$ cat src/rtl/spi_slave_if.sv
// SPI mode-0 responder running entirely on the system clock with oversampled pins.
// A byte-wide tx holding register and an rx data register with full and overrun flags face the local side.
module spi_slave_if #(
    parameter int         SYNC_STAGES = 2,
    parameter logic       IDLE_MISO   = 1'b1,
    parameter logic [7:0] DUMMY_BYTE  = 8'hFF
) (
    input  logic       clk,
    input  logic       rst,
    input  logic       SCLK,
    input  logic       SSn,
    input  logic       MOSI,
    output logic       MISO,
    output logic       MISO_OE,
    input  logic [7:0] txdin,
    input  logic       txload,
    output logic       txrdy,
    output logic [7:0] rxdout,
    output logic       rxvalid,
    output logic       rxfull,
    input  logic       rxack,
    output logic       rxovr,
    output logic       busy
);

    typedef enum logic {ST_IDLE, ST_ACTIVE} state_e;

    logic [SYNC_STAGES-1:0] sclk_sync_q, ssn_sync_q, mosi_sync_q;
    logic                   sclk_dly_q, ssn_dly_q;
    logic                   sclk_rise_q, sclk_fall_q, ssn_fall_q, ssn_rise_q;
    logic                   mosi_q;

    state_e     state_q, state_d;
    logic [2:0] bitcnt_q, bitcnt_d;
    logic [6:0] rx_shift_q, rx_shift_d;
    logic [7:0] tx_shift_q, tx_shift_d;
    logic [7:0] hold_q, hold_d;
    logic       txrdy_q, txrdy_d;
    logic [7:0] rxdout_q, rxdout_d;
    logic       rxvalid_q, rxvalid_d;
    logic       rxfull_q, rxfull_d;
    logic       rxovr_q, rxovr_d;
    logic       miso_q, miso_d;
    logic       oe_q, oe_d;
    logic       busy_q, busy_d;

    logic       sclk_s, ssn_s, mosi_s;
    logic       take_hold;
    logic [7:0] next_tx;

    assign sclk_s  = sclk_sync_q[SYNC_STAGES-1];
    assign ssn_s   = ssn_sync_q[SYNC_STAGES-1];
    assign mosi_s  = mosi_sync_q[SYNC_STAGES-1];
    // An empty holding register means the master clocks out the dummy byte
    assign next_tx = txrdy_q ? DUMMY_BYTE : hold_q;

    always_comb begin
        state_d    = state_q;
        bitcnt_d   = bitcnt_q;
        rx_shift_d = rx_shift_q;
        tx_shift_d = tx_shift_q;
        hold_d     = hold_q;
        txrdy_d    = txrdy_q;
        rxdout_d   = rxdout_q;
        rxvalid_d  = 1'b0;
        rxfull_d   = rxfull_q;
        rxovr_d    = rxovr_q;
        miso_d     = miso_q;
        oe_d       = oe_q;
        busy_d     = busy_q;
        take_hold  = 1'b0;

        if (rxack) begin
            rxfull_d = 1'b0;
            rxovr_d  = 1'b0;
        end

        case (state_q)
            ST_IDLE: begin
                if (ssn_fall_q) begin
                    state_d    = ST_ACTIVE;
                    bitcnt_d   = 3'd0;
                    take_hold  = 1'b1;
                    tx_shift_d = next_tx;
                    miso_d     = next_tx[7];
                    oe_d       = 1'b1;
                    busy_d     = 1'b1;
                end
            end
            ST_ACTIVE: begin
                if (ssn_rise_q) begin
                    state_d  = ST_IDLE;
                    bitcnt_d = 3'd0;
                    miso_d   = IDLE_MISO;
                    oe_d     = 1'b0;
                    busy_d   = 1'b0;
                end else if (sclk_rise_q) begin
                    rx_shift_d = {rx_shift_q[5:0], mosi_q};
                    bitcnt_d   = bitcnt_q + 3'd1;
                    if (bitcnt_q == 3'd7) begin
                        rxdout_d  = {rx_shift_q, mosi_q};
                        rxvalid_d = 1'b1;
                        rxfull_d  = 1'b1;
                        if (rxfull_q && !rxack) begin
                            rxovr_d = 1'b1;
                        end
                    end
                end else if (sclk_fall_q) begin
                    if (bitcnt_q != 3'd0) begin
                        tx_shift_d = {tx_shift_q[6:0], 1'b0};
                        miso_d     = tx_shift_q[6];
                    end else begin
                        take_hold  = 1'b1;
                        tx_shift_d = next_tx;
                        miso_d     = next_tx[7];
                    end
                end
            end
            default: state_d = ST_IDLE;
        endcase

        // A transfer empties the holding register before a same-cycle load refills it
        if (take_hold && !txrdy_q) begin
            txrdy_d = 1'b1;
        end
        if (txload && txrdy_d) begin
            hold_d  = txdin;
            txrdy_d = 1'b0;
        end
    end

    always_ff @(posedge clk) begin
        if (rst) begin
            sclk_sync_q <= '0;
            ssn_sync_q  <= '1;
            mosi_sync_q <= '1;
            sclk_dly_q  <= 1'b0;
            ssn_dly_q   <= 1'b1;
            sclk_rise_q <= 1'b0;
            sclk_fall_q <= 1'b0;
            ssn_fall_q  <= 1'b0;
            ssn_rise_q  <= 1'b0;
            state_q     <= ST_IDLE;
            bitcnt_q    <= 3'd0;
            txrdy_q     <= 1'b1;
            rxdout_q    <= 8'h00;
            rxvalid_q   <= 1'b0;
            rxfull_q    <= 1'b0;
            rxovr_q     <= 1'b0;
            miso_q      <= IDLE_MISO;
            oe_q        <= 1'b0;
            busy_q      <= 1'b0;
        end else begin
            sclk_sync_q <= {sclk_sync_q[SYNC_STAGES-2:0], SCLK};
            ssn_sync_q  <= {ssn_sync_q[SYNC_STAGES-2:0], SSn};
            mosi_sync_q <= {mosi_sync_q[SYNC_STAGES-2:0], MOSI};
            sclk_dly_q  <= sclk_s;
            ssn_dly_q   <= ssn_s;
            // Registered edge strobes; MOSI is delayed alongside to stay aligned with them
            sclk_rise_q <= sclk_s & ~sclk_dly_q;
            sclk_fall_q <= ~sclk_s & sclk_dly_q;
            ssn_fall_q  <= ~ssn_s & ssn_dly_q;
            ssn_rise_q  <= ssn_s & ~ssn_dly_q;
            state_q     <= state_d;
            bitcnt_q    <= bitcnt_d;
            txrdy_q     <= txrdy_d;
            rxdout_q    <= rxdout_d;
            rxvalid_q   <= rxvalid_d;
            rxfull_q    <= rxfull_d;
            rxovr_q     <= rxovr_d;
            miso_q      <= miso_d;
            oe_q        <= oe_d;
            busy_q      <= busy_d;
        end
        mosi_q     <= mosi_s;
        rx_shift_q <= rx_shift_d;
        tx_shift_q <= tx_shift_d;
        hold_q     <= hold_d;
    end

    assign MISO    = miso_q;
    assign MISO_OE = oe_q;
    assign txrdy   = txrdy_q;
    assign rxdout  = rxdout_q;
    assign rxvalid = rxvalid_q;
    assign rxfull  = rxfull_q;
    assign rxovr   = rxovr_q;
    assign busy    = busy_q;

endmodule

$ cat config.mk
export PLATFORM = sky130hd
export DESIGN_NAME = spi_slave_if
export DESIGN_NICKNAME = d
export VERILOG_FILES = /design/src/rtl/spi_slave_if.sv
export SDC_FILE = /design/constraint.sdc
export NUM_CORES = 1
export LEC_CHECK = 0
export BUFFER_PORTS_ARGS = -buffer_cell sky130_fd_sc_hd__buf_2
export CAP_MARGIN = 15
export CORE_ASPECT_RATIO = 0.9
export CORE_UTILIZATION = 49
export DETAILED_ROUTE_END_ITERATION = 7
export PLACE_DENSITY = 0.81
export SYNTH_ARGS = -nofsm -noshare
export SYNTH_HDL_FRONTEND = slang
export SYNTH_SLANG_ARGS = --single-unit
$ cat constraint.sdc
create_clock -name clk -period 1.6 [get_ports clk]
set_input_delay 0.4 -clock clk [delete_from_list [all_inputs] [get_ports clk]]
set_output_delay 0.4 -clock clk [all_outputs]
set_load 0.02 [all_outputs]
==> results.yml, run 1 <==
status:
  outcome: "finished clean"
finish:
  diodes: 0
  fillers: 312
  final_common_cell: "buf_2"
  drive_above_1_share: 0.332
  final_util: 0.591
  mostFrequentLayoutCells: "buf_2 (30), dfxtp_1 (28), nand2_1 (26), edfxtp_1 (22), nor2_1 (16)"
  final_net_count: 213
  finalInstanceArea_um2: 2190
  synthToLayoutAreaGrowth_pct: 16.1
floorplanning:
  start_util: 0.509
  dieArea_um2: 4100
  core_area_um2: 3700
  die_w_um: 67.4
  ios: 30
  num_rows: 21
  die_h_um: 60.9
route:
  via_per_inst: 4.88
  drc: 0
  route.met2.wl_um: 1320
  antenna_left: 0
  wl_met3_um: 112
  top_layer_used: "met4"
  wl_met1_um: 1340
  wire_per_inst_um: 11.6
  drt-total-wl_um: 2800
  drt_iter0_drc: 51
  vias: 1182
  firstDrtPassIters: 4
critical_path:
  cp.arrival_ns: 1.54
  worst-setup-path-type: "flip-flop to flip-flop"
  endpoint_kind: "flip-flop"
  r2r-start: "bitcnt_q[0]"
  r2r_end: "hold_q[7]"
  path_max_fanout: 8
  r2r_cells: 6
  required_ns: 1.66
  worst_setup_path_start_kind: "flip-flop"
  rrSetupSlack_ns: 0.12
clocking:
  cts_tree: "done"
  clk_pin_slew_ns: 0.09
  cts_hold_buf: 0
  clock_sinks: 53
  root_buffer: "clkbuf_8"
  clockBufferDepth: 2
  cts_setup_buffers: 0
  cts_made_buffers: 5
  insertion_delay_ns: 0.29
  cts-htree-levels: 2
sta:
  slew_headroom: 0.624
  fmax_mhz: 674
  hold_ws_ns: 0.282
  hold_violations: 0
  worst_pin_slew_ns: 0.564
  period_needed_ns: 1.48
  rsz0062_at_grt: "no"
  maxSlewViolCount: 0
  tns_ns: 0
  fin_skew_ns: 0.00821
  period_share: 0.927
  setup_viol: 0
synth:
  synthCells: 161
  synth_fp_nets: 179
  syn-cell-area_um2: 1890
  avgSynthCellArea_um2: 11.7
  ys_ff_latch: 53
  ys_types: 28
  ys_seq_area_frac: 0.679
  yosys_warnings: 0
worst_hold_path:
  min_path_cells: 2
  min_path_type: "input port to flip-flop"
  min_to: "ssn_sync_q[0]"
  min_from: "SSn"
power:
  design_power_total_mw: 2.22
  ir_drop_uv: 789
  power_density_nw_per_um2: 1020
  p_leak_nw: 0.845
global_route:
  grt_max_degree: 29
  overflow: 0
  antenna_found_initial: 0
  grt_pass1_wl_um: 4360
  track_usage: 0.150
  grt_pass1_vias: 979
placement:
  hpwl_um: 1910
  place_congestion: 0.745
  port_buffers: 29
  dpl_cell_area_um2: 2080
job:
  cap_violations: 0
-- timing repair --
item / 4_1_cts / 5_1_grt
cloned: 0 / 1
endpoints found under the setup margin: 8 / 15
gates resized for setup: 1 / 8
-- cell usage after synthesis --
master,instances,area (um2)
nor3_2,1,10.0
a311oi_1,1,8.76
nor3_1,1,5.00
buf_2,1,5.00
or2_0,1,6.26
and3b_1,1,8.76
edfxtp_1,22,661
a21oi_2,9,78.8
a21oi_1,4,20.0
o21ai_1,1,5.00
o21ai_0,6,30.0
dfxtp_1,31,621
o22ai_1,3,18.8
a22oi_1,2,15.0
inv_1,3,11.3
or2_2,5,31.3
nand2_1,26,97.6
mux2_2,1,11.3
nor2b_1,9,56.3
ha_1,3,37.5
nor2_1,16,60.1
and2_1,1,6.26
o21bai_1,1,7.51
nand2b_1,3,18.8
buf_6,1,11.3
nor3b_1,2,15.0
buf_4,2,15.0
clkbuf_1,4,15.0
-- cells by family after synthesis --
logic type	synth area share
buffers and inverters	0.0305
AND/OR/NAND/NOR	0.167
AO/OA/AOI/OAI	0.0975
adder cells (fa/ha/maj)	0.0199
multiplexers	0.00597
flip-flops	0.679
-- cell type report --
class / instances / area (um2) / area share
clock buffers: 6 / 72.6 / 0.0331
clock inverters: 2 / 10.0 / 0.00457
inverters: 3 / 11.3 / 0.00514
multi-input cells: 97 / 567 / 0.259
flip-flops and latches: 53 / 1280 / 0.587
well taps: 46 / 57.6 / 0.0263
repair buffers: 35 / 188 / 0.0857
-- flip-flops by register name, indices dropped and copies added, names as in the netlist, 2 cells and up --
signal / cells
sclk_sync_q: 2
tx_shift_q: 7
hold_q: 8
rxdout: 8
ssn_sync_q: 2
bitcnt_q: 3
mosi_sync_q: 2
rx_shift_q: 7
-- stage by stage --
step           worst slack (ns)  instances
2_1_floorplan             0.138        161
3_3_place_gp             0.0407        233
3_5_place_dp            0.00120        233
4_1_cts                  0.0386        241
5_1_grt                 0.00879        242
6_report                  0.116        242
-- worst max-delay path, stage by stage, from the launching register on --
cell,delay [ns]
dfxtp_2,0.35
inv_1,0.05
ha_1,0.19
nor2b_4,0.13
a311oi_2,0.30
nor2b_2,0.07
buf_4,0.17
-- per-layer routing --
layer  GRT usage  up-vias
met5           0        -
met4      0.0821        0
met3      0.0451        6
met2       0.227       22
met1       0.194      545
li1            -      609
-- worst max path at each step --
stage	start	endpoint	slack, ns	depth (start not counted)
2_1_floorplan	bitcnt_q[0]	hold_q[0]	0.14	5
3_3_place_gp	bitcnt_q[0]	hold_q[0]	0.04	6
3_5_place_dp	bitcnt_q[0]	hold_q[0]	0.001	6
4_1_cts	bitcnt_q[0]	tx_shift_q[1]	0.04	7
5_1_grt	bitcnt_q[0]	hold_q[1]	0.009	6
6_report	bitcnt_q[0]	hold_q[7]	0.12	6
-- power by group --
group	switching, mW	leakage [nW]	internal (mW)
combinational	0.0514	0.347	0.0416
sequential	0.0133	0.453	1.44
clock	0.377	0.0450	0.303
total	0.442	0.845	1.78
No activity file was read; power rests on OpenSTA's default activity.
==> run 2, diff against run 1 <==
--- a/config.mk
+++ b/config.mk
@@ -8,9 +8,8 @@
 export BUFFER_PORTS_ARGS = -buffer_cell sky130_fd_sc_hd__buf_2
 export CAP_MARGIN = 15
 export CORE_ASPECT_RATIO = 0.9
-export CORE_UTILIZATION = 49
+export CORE_UTILIZATION = 40
 export DETAILED_ROUTE_END_ITERATION = 7
-export PLACE_DENSITY = 0.81
 export SYNTH_ARGS = -nofsm -noshare
 export SYNTH_HDL_FRONTEND = slang
 export SYNTH_SLANG_ARGS = --single-unit
==> results.yml, run 2 (same netlist as run 1, synthesis figures left out) <==
floorplanning:
  ios: 30
  num_rows: 23
  start_util: 0.420
  dieArea_um2: 5000
  die_h_um: 67.2
  core_area_um2: 4490
  die_w_um: 74.4
power:
  power_frac_clock: 0.305
  p_leak_nw: 0.834
  power_frac_comb: 0.041
  ir_drop_uv: 640
  switching_share: 0.203
  pwr-share-seq: 0.654
  power_density_nw_per_um2: 1010
  p_int_mw: 1.77
  power.switching_mw: 0.452
critical_path:
  cp.arrival_ns: 1.57
  r2r_cells: 6
  worst-setup-path-type: "flip-flop to flip-flop"
  endpoint_kind: "flip-flop"
  worst_setup_path_start_kind: "flip-flop"
  path_max_fanout: 8
  required_ns: 1.66
sta:
  period_share: 0.944
  maxSlewViolCount: 0
  fin_skew_ns: 0.00493
  tns_ns: 0
  setup_viol: 0
  slew_headroom: 0.607
  fmax_mhz: 662
  worst_pin_slew_ns: 0.589
  period_needed_ns: 1.51
  hold_violations: 0
  rsz0062_at_grt: "no"
finish:
  final_common_cell: "dfxtp_1"
  synthToLayoutAreaGrowth_pct: 17.0
  regArea_um2: 1280
  drive_above_1_share: 0.316
  final_net_count: 214
  diodes: 0
  mostFrequentLayoutCells: "dfxtp_1 (30), buf_2 (29), nand2_1 (26), edfxtp_1 (22), nor2_1 (16)"
  final_util: 0.492
  fillers: 431
  finalInstanceArea_um2: 2210
  multi_input_area_um2: 562
status:
  outcome: "finished clean"
clocking:
  clockBufferDepth: 2
  cts_hold_buf: 0
  clock_sinks: 53
  cts_made_buffers: 5
  cts-htree-levels: 2
  insertion_delay_ns: 0.29
  clk_pin_slew_ns: 0.08
  root_buffer: "clkbuf_8"
  cts_setup_buffers: 0
  cts_tree: "done"
global_route:
  busiest_layer: "met2"
  use_met2: 0.232
  track_usage: 0.136
  grt_pass1_vias: 1123
  grt_pass1_wl_um: 4930
  grt_max_degree: 29
  grtUsageMet1: 0.155
  use_met3: 0.0448
  antenna_found_initial: 0
  overflow: 0
route:
  firstDrtPassIters: 4
  drt-total-wl_um: 3160
  wire_per_inst_um: 12.2
  vias: 1199
  antenna_left: 0
  via_per_inst: 4.65
  drt_iter0_drc: 50
  drc: 0
worst_hold_path:
  min_path_cells: 1
  min_path_type: "input port to flip-flop"
placement:
  place_congestion: 0.809
  hpwl_um: 2220
  dpl_cell_area_um2: 2110
  port_buffers: 29
job:
  cap_violations: 0
run 2: changes by cell type in the layout (fill, tap and decap cells not counted), moves of 2 or more:
| cell | before | now |
|---|---|---|
| buf_4 | 5 | 7 |
| clkinv_2 | 2 | 0 |
| dfxtp_1 | 28 | 30 |
| dfxtp_2 | 3 | 1 |
run 2: routing by layer:
metal / vias to the layer above / wire, um
met5: - / 0
met4: 0 / 24
met3: 2 / 108
met2: 21 / 1570
met1: 566 / 1450
li1: 610 / -
run 2: area by class of cell:
type	count	area share
flip-flops and latches	53	0.581
multi-input cells	97	0.255
repair buffers	36	0.0896
well taps	62	0.0351
clock buffers	6	0.0329
inverters	3	0.00510
clock inverters	1	0.00170
run 2: critical path: stages (launching register included):
cell,delay [ns]
dfxtp_1,0.34
inv_1,0.05
ha_1,0.18
nor2b_2,0.16
a311oi_2,0.30
nor2b_2,0.07
buf_4,0.17
run 2: through the flow:
| stage | power [mW] | setup slack (ns) | instances | hold WS [ns] |
|---|---|---|---|---|
| floorplan | 1.54 | 0.138 | 161 | 0.310 |
| global placement | 1.57 | 0.0537 | 250 | 0.312 |
| detailed placement | 1.58 | 0.0150 | 250 | 0.313 |
| CTS | 2.26 | 0.0663 | 257 | 0.267 |
| global route | 2.32 | 0.0146 | 258 | 0.261 |
| finish | 2.23 | 0.0894 | 258 | 0.275 |
run 2: timing repair:
item | in CTS | in global routing
gates cloned | 0 | 1
endpoints found under the setup margin | 8 | 7
gates resized for setup | 1 | 5
pin swaps | 0 | 0
run 2: final timing paths:
path / to / start / slack [ns]
worst max-delay path: hold_q[6] / bitcnt_q[0] / 0.09
worst min register to register: mosi_q / mosi_sync_q[1] / 0.33
worst min-delay path: hold_q[5] / txdin[5] / 0.28
worst max register to register: hold_q[6] / bitcnt_q[0] / 0.09
run 2: power by group through the flow:
stage / combinational (mW) / clock, mW / sequential (mW)
floorplan: 0.0538 / 0 / 1.48
global placement: 0.0864 / 0 / 1.49
detailed placement: 0.0903 / 0 / 1.49
CTS: 0.0915 / 0.709 / 1.46
global route: 0.0993 / 0.757 / 1.46
finish: 0.0905 / 0.680 / 1.46
==> run 3, diff against run 2 <==
--- a/config.mk
+++ b/config.mk
@@ -8,6 +8,7 @@
 export BUFFER_PORTS_ARGS = -buffer_cell sky130_fd_sc_hd__buf_2
 export CAP_MARGIN = 15
 export CORE_ASPECT_RATIO = 0.9
+export CORE_MARGIN = 3
 export CORE_UTILIZATION = 40
 export DETAILED_ROUTE_END_ITERATION = 7
 export SYNTH_ARGS = -nofsm -noshare
==> results.yml, run 3 (same netlist as run 1, synthesis figures left out) <==
finish:
  final_net_count: 214
  mostFrequentLayoutCells: "buf_2 (30), dfxtp_1 (29), nand2_1 (26), edfxtp_1 (22), nor2_1 (16)"
  fillers: 431
  regArea_um2: 1280
  final_common_cell: "buf_2"
  diodes: 0
  synthToLayoutAreaGrowth_pct: 18.5
  multi_input_area_um2: 562
  drive_above_1_share: 0.325
placement:
  place_congestion: 0.812
  port_buffers: 29
  hpwl_um: 2200
global_route:
  overflow: 0
  antenna_found_initial: 0
  track_usage: 0.124
  grt_pass1_wl_um: 5330
  grt_pass1_vias: 1170
  grt_max_degree: 29
floorplanning:
  die_h_um: 71.2
  dieArea_um2: 5580
  ios: 30
  start_util: 0.420
  core_area_um2: 4490
  num_rows: 23
  die_w_um: 78.4
route:
  drt-total-wl_um: 3180
  via_per_inst: 4.60
  wire_per_inst_um: 12.3
  firstDrtPassIters: 4
  drt_iter0_drc: 63
  drc: 0
  vias: 1191
  antenna_left: 0
sta:
  rsz0062_at_grt: "no"
  worst_pin_slew_ns: 0.567
  fin_skew_ns: 0.00795
  slew_headroom: 0.622
  tns_ns: 0
  hold_ws_ns: 0.270
  hold_violations: 0
  maxSlewViolCount: 0
  period_needed_ns: 1.51
  setup_viol: 0
  fmax_mhz: 660
  period_share: 0.947
critical_path:
  worst_setup_path_start_kind: "flip-flop"
  path_max_fanout: 8
  required_ns: 1.67
  endpoint_kind: "flip-flop"
  cp.arrival_ns: 1.58
  crit_path_start: "bitcnt_q[1]"
  worst-setup-path-type: "flip-flop to flip-flop"
  r2r-start: "bitcnt_q[1]"
clocking:
  insertion_delay_ns: 0.30
  cts_made_buffers: 5
  cts_tree: "done"
  clk_pin_slew_ns: 0.09
  clock_sinks: 53
  clockBufferDepth: 2
  cts-htree-levels: 2
  cts_setup_buffers: 0
  root_buffer: "clkbuf_8"
  cts_hold_buf: 0
power:
  design_power_total_mw: 2.42
  p_leak_nw: 0.849
  power_density_nw_per_um2: 1080
  ir_drop_uv: 461
worst_hold_path:
  min_path_type: "input port to flip-flop"
  min_from: "txdin[4]"
status:
  outcome: "finished clean"
job:
  cap_violations: 0
run 3: cell count changes in the layout (fill, tap and decap cells not counted), sizes merged:
| cell | before | now |
|---|---|---|
| bufinv | 0 | 1 |
run 3: stage by stage:
step	setup WS, ns	cell area (um2)	utilization	instances
after CTS	0.0517	2220	0.495	258
after detailed placement	0.0211	2110	0.470	250
after floorplan	0.138	1890	-	161
final	0.0852	2240	0.498	259
after global routing	0.00270	2240	0.498	259
after global placement	0.0553	2110	0.470	250
run 3: final timing paths:
check | depth (start not counted) | slack (ns) | to
worst max-delay path | 6 | 0.09 | hold_q[6]
worst min-delay path | 1 | 0.27 | hold_q[4]
worst max register to register | 6 | 0.09 | hold_q[6]
worst min register to register | 0 | 0.33 | mosi_q
run 3: critical path, cell delays in order (launching register included):
cell and delay, ns:
dfxtp_1 0.36, inv_1 0.05, ha_1 0.16, nor2b_2 0.16
a311oi_2 0.30, nor2b_2 0.07, buf_4 0.17
run 3: metal layers:
metal	up-vias	track usage	share of wire	routed length, um
li1	612	-	-	-
met1	554	0.152	0.45	1420
met2	19	0.201	0.49	1560
met3	6	0.0433	0.044	139
met4	0	0.0524	0.019	59
met5	-	0	0	0
run 3: final cells by class:
cell class	instances	share of cell area
sequential	53	0.574
tap	62	0.0347
clock inverter	2	0.0151
inverter	3	0.00504
timing repair buffer	36	0.0873
multi-input combinational	97	0.251
clock buffer	6	0.0325
run 3: report_power, final:
group          internal [mW]  total, mW  switching [mW]  leakage [nW]
Combinational         0.0403     0.0905          0.0502         0.343
Clock                  0.462      0.873           0.411        0.0528
Sequential              1.44       1.46          0.0173         0.453
Total                   1.94       2.42           0.478         0.849
run 3: what timing repair did:
action                                  4_1_cts  5_1_grt
gates resized for setup                       1        5
pin swaps                                     0        1
endpoints found under the setup margin        8       15
gates cloned                                  0        1
